===== src/rtl/student_tlul_host.sv =====
`default_nettype none
// ============================================================================
//  Module      : student_tlul_host (with tlul_pkg)
//  Description : Single-outstanding TL-UL host. Turns a simple command /
//                response handshake into TL-UL Get / PutFullData transfers,
//                with response timeout, response checking and a counter of
//                successfully completed transactions.
//  Ports       : clk_i, rst_i            - clock, synchronous active-high reset
//                cmd_*_i / cmd_ready_o   - command request handshake
//                rsp_*_o                 - one-cycle response strobe + flags/data
//                txn_cnt_o               - count of error-free responses
//                tl_o / tl_i             - TL-UL request / response channels
//  Revision    : 1.0 - initial release
// ============================================================================

package tlul_pkg;

    localparam logic [2:0] c_OP_PUT_FULL_DATA    = 3'h0;
    localparam logic [2:0] c_OP_PUT_PARTIAL_DATA = 3'h1;
    localparam logic [2:0] c_OP_GET              = 3'h4;
    localparam logic [2:0] c_OP_ACCESS_ACK       = 3'h0;
    localparam logic [2:0] c_OP_ACCESS_ACK_DATA  = 3'h1;

    typedef struct packed {
        logic [4:0] rsvd;
        logic [3:0] instr_type;
    } tl_a_user_t;

    // instr_type encodes "not an instruction fetch" as a multi-bit false value.
    localparam tl_a_user_t c_TL_A_USER_DEFAULT = '{rsvd: 5'h00, instr_type: 4'h9};

    typedef struct packed {
        logic        a_valid;
        logic [2:0]  a_opcode;
        logic [2:0]  a_param;
        logic [1:0]  a_size;
        logic [7:0]  a_source;
        logic [31:0] a_address;
        logic [3:0]  a_mask;
        logic [31:0] a_data;
        tl_a_user_t  a_user;
        logic        d_ready;
    } tl_h2d_t;

    typedef struct packed {
        logic        d_valid;
        logic [2:0]  d_opcode;
        logic [2:0]  d_param;
        logic [1:0]  d_size;
        logic [7:0]  d_source;
        logic        d_sink;
        logic [31:0] d_data;
        logic        d_error;
        logic        a_ready;
    } tl_d2h_t;

endpackage

module student_tlul_host #(
    parameter logic [7:0]  SourceId      = 8'h00,
    parameter int unsigned TimeoutCycles = 1024,
    parameter int unsigned CntW          = 16
) (
    input  logic                 clk_i,
    input  logic                 rst_i,
    input  logic                 cmd_valid_i,
    output logic                 cmd_ready_o,
    input  logic                 cmd_we_i,
    input  logic [31:0]          cmd_addr_i,
    input  logic [31:0]          cmd_wdata_i,
    input  logic [3:0]           cmd_be_i,
    output logic                 rsp_valid_o,
    output logic [31:0]          rsp_rdata_o,
    output logic                 rsp_error_o,
    output logic                 rsp_timeout_o,
    output logic [CntW-1:0]      txn_cnt_o,
    output tlul_pkg::tl_h2d_t    tl_o,
    input  tlul_pkg::tl_d2h_t    tl_i
);

    // Counter must be able to hold TimeoutCycles-1, the value at which the
    // last waiting cycle expires.
    localparam int unsigned      c_TO_W    = (TimeoutCycles > 1) ? $clog2(TimeoutCycles) : 1;
    localparam logic [c_TO_W-1:0] c_TO_LAST = c_TO_W'(TimeoutCycles - 1);

    typedef enum logic [1:0] {
        IDLE     = 2'd0,
        REQ      = 2'd1,
        WAIT_RSP = 2'd2,
        RESP     = 2'd3
    } state_e;

    state_e state_q, state_d;

    logic              we_q;
    logic [31:0]       addr_q;
    logic [31:0]       wdata_q;
    logic [3:0]        be_q;
    logic [c_TO_W-1:0] to_cnt_q;
    logic [31:0]       rsp_rdata_q;
    logic              rsp_error_q;
    logic              rsp_timeout_q;
    logic [CntW-1:0]   txn_cnt_q;

    logic w_timeout;
    logic w_op_mismatch;
    logic w_src_mismatch;
    logic w_rsp_error;

    // Response fields not used by this host.
    logic w_unused_tl;
    assign w_unused_tl = ^{tl_i.d_param, tl_i.d_size, tl_i.d_sink};

    assign w_timeout      = (to_cnt_q == c_TO_LAST);
    assign w_op_mismatch  = we_q ? (tl_i.d_opcode != tlul_pkg::c_OP_ACCESS_ACK)
                                 : (tl_i.d_opcode != tlul_pkg::c_OP_ACCESS_ACK_DATA);
    assign w_src_mismatch = (tl_i.d_source != SourceId);
    assign w_rsp_error    = tl_i.d_error | w_op_mismatch | w_src_mismatch;

    // ------------------------------------------------------------------
    // FSM next-state and control outputs
    // ------------------------------------------------------------------
    always_comb begin
        state_d     = state_q;
        cmd_ready_o = 1'b0;
        rsp_valid_o = 1'b0;
        case (state_q)
            IDLE: begin
                cmd_ready_o = 1'b1;
                if (cmd_valid_i) begin
                    state_d = REQ;
                end
            end
            REQ: begin
                if (tl_i.a_ready) begin
                    state_d = WAIT_RSP;
                end
            end
            WAIT_RSP: begin
                // A response arriving on the expiry cycle is still accepted.
                if (tl_i.d_valid || w_timeout) begin
                    state_d = RESP;
                end
            end
            RESP: begin
                rsp_valid_o = 1'b1;
                state_d     = IDLE;
            end
            default: begin
                state_d = IDLE;
            end
        endcase
    end

    // ------------------------------------------------------------------
    // TL-UL request channel; a_* fields come straight from the command
    // registers so they stay stable for the whole REQ phase.
    // ------------------------------------------------------------------
    always_comb begin
        tl_o           = '0;
        tl_o.a_valid   = (state_q == REQ);
        tl_o.a_opcode  = we_q ? tlul_pkg::c_OP_PUT_FULL_DATA : tlul_pkg::c_OP_GET;
        tl_o.a_param   = 3'h0;
        tl_o.a_size    = 2'd2;
        tl_o.a_source  = SourceId;
        tl_o.a_address = addr_q;
        tl_o.a_mask    = be_q;
        tl_o.a_data    = we_q ? wdata_q : 32'h0;
        tl_o.a_user    = tlul_pkg::c_TL_A_USER_DEFAULT;
        // Always ready: stray responses outside WAIT_RSP are drained and ignored.
        tl_o.d_ready   = 1'b1;
    end

    always_ff @(posedge clk_i) begin
        if (rst_i) begin
            state_q       <= IDLE;
            we_q          <= 1'b0;
            addr_q        <= 32'h0;
            wdata_q       <= 32'h0;
            be_q          <= 4'h0;
            to_cnt_q      <= '0;
            rsp_rdata_q   <= 32'h0;
            rsp_error_q   <= 1'b0;
            rsp_timeout_q <= 1'b0;
            txn_cnt_q     <= '0;
        end else begin
            state_q <= state_d;

            if (state_q == IDLE && cmd_valid_i) begin
                we_q    <= cmd_we_i;
                addr_q  <= {cmd_addr_i[31:2], 2'b00};
                wdata_q <= cmd_wdata_i;
                be_q    <= cmd_be_i;
            end

            if (state_q == REQ) begin
                to_cnt_q <= '0;
            end else if (state_q == WAIT_RSP) begin
                to_cnt_q <= to_cnt_q + c_TO_W'(1);
            end

            if (state_q == WAIT_RSP) begin
                if (tl_i.d_valid) begin
                    rsp_rdata_q   <= we_q ? 32'h0 : tl_i.d_data;
                    rsp_error_q   <= w_rsp_error;
                    rsp_timeout_q <= 1'b0;
                end else if (w_timeout) begin
                    rsp_rdata_q   <= 32'h0;
                    rsp_error_q   <= 1'b1;
                    rsp_timeout_q <= 1'b1;
                end
            end

            if (state_q == RESP && !rsp_error_q) begin
                txn_cnt_q <= txn_cnt_q + CntW'(1);
            end
        end
    end

    assign rsp_rdata_o   = rsp_rdata_q;
    assign rsp_error_o   = rsp_error_q;
    assign rsp_timeout_o = rsp_timeout_q;
    assign txn_cnt_o     = txn_cnt_q;

endmodule
`default_nettype wire


===== config.mk =====
export PLATFORM = sky130hd
export DESIGN_NAME = student_tlul_host
export DESIGN_NICKNAME = d
export VERILOG_FILES = /design/src/rtl/student_tlul_host.sv
export SDC_FILE = /design/constraint.sdc
export NUM_CORES = 1
export LEC_CHECK = 0
export BUFFER_PORTS_ARGS = -buffer_cell sky130_fd_sc_hd__buf_2
export CORE_UTILIZATION = 50
export CTS_BUF_LIST = sky130_fd_sc_hd__clkbuf_16
export CTS_CLUSTER_SIZE = 8
export DETAILED_ROUTE_END_ITERATION = 8
export PLACE_DENSITY = 0.85
export SETUP_SLACK_MARGIN = 0.4
export SLEW_MARGIN = 20
export SYNTH_ARGS = -nofsm -noshare
export SYNTH_HDL_FRONTEND = slang
export SYNTH_SLANG_ARGS = --single-unit
export TNS_END_PERCENT = 30

===== constraint.sdc =====
create_clock -name clk_i -period 3.18 [get_ports clk_i]
set_clock_uncertainty 0.15 [all_clocks]
set_input_delay 0.477 -clock clk_i [delete_from_list [all_inputs] [get_ports clk_i]]
set_output_delay 0.477 -clock clk_i [all_outputs]
set_load 0.02 [all_outputs]

==> flow_summary.json <==
{
  "grt.total_usage": 0.232,
  "clk_pin_slew_worst_paths_ns": 0.06,
  "drc": 0,
  "grt_pass1_wl_um": 21200,
  "crit_family": "flip-flops",
  "rsz0062_at_grt": "no",
  "drive_above_1_share": 0.323,
  "fin_crit_ns": 2.30,
  "ys.warnings.count": 0,
  "drt_iter0_markers": 328,
  "slowest_stage": "dfxtp_1",
  "path_cells": "buf_4 > and2_1 > buf_2",
  "drt_wl_total_um": 13200,
  "setup_tns_ns": 0,
  "synth_mux_area_frac": 0.0134,
  "die_w_um": 107,
  "htreeDepth": 4,
  "numCtsBuffers": 17,
  "cts_sinks": 129,
  "initial_utilization": 0.523,
  "coreArea_mm2": 0.0105,
  "post-route-util": 0.677,
  "critical_path_buf_inv_count": 2,
  "cpPeakStageDelay_ns": 0.59,
  "async_flop_share": 0,
  "syn_to_final_growth_pct": 29.4,
  "placed_cell_area_mm2": 0.00659,
  "startpoint_type": "register",
  "cts_setup_buffers": 0,
  "ioPinCount": 271,
  "crit_type": "register to output port",
  "synth_edf_count": 0,
  "crit_start": "we_q$_SDFFE_PP0P_",
  "slew_headroom": 0.558,
  "ctsHoldBuffers": 0,
  "die_h_um": 107,
  "synth_top_area_share": 0.470,
  "yosysSeqAreaShare": 0.470,
  "place_congestion": 0.802,
  "synthAdderAreaFrac": 0.0159,
  "grt_max_degree": 68,
  "ctsLongestPathBuffers": 2,
  "crit-reg2reg-launch": "state_q[0]$_SDFFE_PP0P_",
  "dieArea_mm2": 0.0114,
  "p_leak_nw": 3.38,
  "yosys-top-cells-area": "dfxtp_1 47%, nand2_1 10%, a21oi_1 6.4%",
  "hold_path_class": "input pin to register",
  "ant_nets": 0,
  "hold_viol_final": 0,
  "dp_hpwl_um": 9290,
  "fmax_ghz": 0.436,
  "antenna_cells": 0,
  "worstMarginPinSlew_ns": 0.663,
  "io_buffers": 235,
  "synth_xor_area_frac": 0.0303,
  "clkLatencyLatePin_ns": 0.39,
  "cp.required_ns": 2.55,
  "cts-resized-gates": 0,
  "path_max_fanout": 20,
  "wl_per_cell_um": 12.8,
  "synth_top_cell_by_area": "dfxtp_1",
  "fin_crit_sh": 0.722,
  "stdcell_area_mm2": 0.00711,
  "cap_violations": 0,
  "syn_area_mm2": 0.00549,
  "critical_path_arrival_ns": 1.67,
  "rows": 37,
  "synth_flop_cell": "dfxtp_1",
  "num_vias": 5049,
  "dr.pass1.iters": 4,
  "grt_pass1_vias": 4692,
  "grt_antenna_before_repair": 0,
  "yosys.area_share.simple": 0.278,
  "ff2ff_setup_slack_ns": 0.98,
  "setup_viol": 0,
  "min-delay-start": "tl_i[13]",
  "globalRoute.totalOverflow": 0,
  "fill_cells": 907,
  "root_buffer": "clkbuf_16",
  "vdd_drop_max_uv": 720,
  "synth_top_family_by_area": "simple AND/OR/NAND/NOR gates",
  "fin_nets": 1011,
  "status": "completed",
  "syn_area_per_cell_um2": 8.25,
  "synth_compound_gate_area_share": 0.107,
  "power_per_cell_area_mw_per_mm2": 681,
  "yosys_register_bits": 129,
  "synthCells": 666,
  "viasPerCell": 4.91,
  "synth.distinct_cells": 45,
  "cts_tree": "yes",
  "cp-end-kind": "output port",
  "slew_viol_final": 0
}
## report_power, final
group | leakage [nW] | internal, mW | switching (mW) | total [mW]
registers | 1.05 | 1.82 | 0.106 | 1.93
logic | 2.10 | 0.410 | 0.818 | 1.23
clock network | 0.238 | 0.985 | 0.702 | 1.69
total | 3.38 | 3.22 | 1.63 | 4.84
## metrics by stage
stage / hold slack, ns / instances / power, mW / setup slack, ns
after global placement: 0.288 / 997 / 3.16 / 1.02
final: 0.146 / 1028 / 4.84 / 0.884
after CTS: 0.130 / 1028 / 4.90 / 0.849
after floorplan: 0.282 / 691 / 2.86 / 1.19
after detailed placement: 0.292 / 997 / 3.20 / 0.998
after global routing: 0.135 / 1028 / 5.11 / 0.781
## kinds of logic after synthesis
family | after synthesis
multiplexers | 7
flip-flops | 129
adder cells (fa/ha/maj) | 7
other | 2
XOR/XNOR | 19
AND/OR/NAND/NOR | 311
buffers and inverters | 80
AO/OA/AOI/OAI | 111
## cell type report
| cell class | count | area [µm²] | share of cell area |
|---|---|---|---|
| Sequential cell | 129 | 2580 | 0.363 |
| Multi-Input combinational cell | 482 | 2550 | 0.359 |
| Timing Repair Buffer | 242 | 1260 | 0.177 |
| Clock buffer | 17 | 425 | 0.0598 |
| Tap cell | 136 | 170 | 0.0239 |
| Clock inverter | 14 | 93.8 | 0.0132 |
| Inverter | 8 | 30.0 | 0.00422 |
## flip-flops by register name (all words and copies together), names as in the netlist
register / cells
be_q: 4
wdata_q: 32
txn_cnt_o: 16
we_q: 1
state_q: 2
rsp_error_o: 1
addr_q: 30
to_cnt_q: 10
rsp_rdata_o: 32
rsp_timeout_o: 1
## synthesized netlist by cell type (2+ instances only)
master,instances
a211oi_1,2
a21oi_1,70
and2_1,34
and3_1,3
buf_1,5
buf_2,5
buf_4,30
buf_6,4
clkbuf_1,25
clkbuf_2,2
conb_1,2
dfxtp_1,129
ha_1,7
inv_1,7
mux2_2,3
mux2i_1,4
nand2_1,146
nand2b_1,34
nand3_1,38
nand4_1,7
nand4_2,2
nor2_1,25
nor2b_1,3
nor3_1,5
nor4_1,2
o21ai_0,9
o21ai_1,26
or3_1,3
xnor2_1,6
xor2_1,13
## cells in the final DEF (no fill, tap or decap), types with 2 or more instances in the layout
cell type | netlist | final
a211oi_1 | 2 | 2
a21oi_1 | 70 | 70
and2_1 | 34 | 33
and3_1 | 3 | 3
buf_12 | 0 | 2
buf_2 | 5 | 234
buf_4 | 30 | 6
clkbuf_16 | 0 | 17
clkinv_1 | 0 | 2
clkinv_2 | 0 | 3
clkinvlp_4 | 0 | 6
conb_1 | 2 | 27
dfxtp_1 | 129 | 129
ha_1 | 7 | 7
inv_1 | 7 | 7
inv_6 | 0 | 2
mux2_2 | 3 | 3
mux2i_1 | 4 | 4
nand2_1 | 146 | 145
nand2b_1 | 34 | 34
nand3_1 | 38 | 38
nand4_1 | 7 | 7
nand4_2 | 2 | 2
nor2_1 | 25 | 25
nor2b_1 | 3 | 3
nor3_1 | 5 | 4
nor4_1 | 2 | 2
o21ai_0 | 9 | 9
o21ai_1 | 26 | 26
or3_1 | 3 | 3
xnor2_1 | 6 | 6
xor2_1 | 13 | 13
## metal layers
| layer | vias up | track usage | routed length (µm) |
|---|---|---|---|
| met4 | 0 | 0.108 | 330 |
| met2 | 155 | 0.409 | 6730 |
| li1 | 2552 | - | - |
| met3 | 28 | 0.0596 | 603 |
| met5 | - | 0 | 0 |
| met1 | 2314 | 0.261 | 5530 |
## path summary, 6_finish.rpt
| kind | depth (start not counted) | end |
|---|---|---|
| hold reg to reg | 2 | wdata_q[29]$_SDFFE_PP0P_ |
| hold / removal | 3 | rsp_rdata_o[11]$_SDFFE_PP0P_ |
| setup / recovery | 3 | tl_o[17] |
| setup reg to reg | 7 | rsp_error_o$_SDFFE_PP0P_ |
## tightest hold or removal path, cell delays in order
cell and delay [ns]:
buf_2 0.07, nand3_1 0.05, o21ai_1 0.06
(Power assumes the default switching activity.)
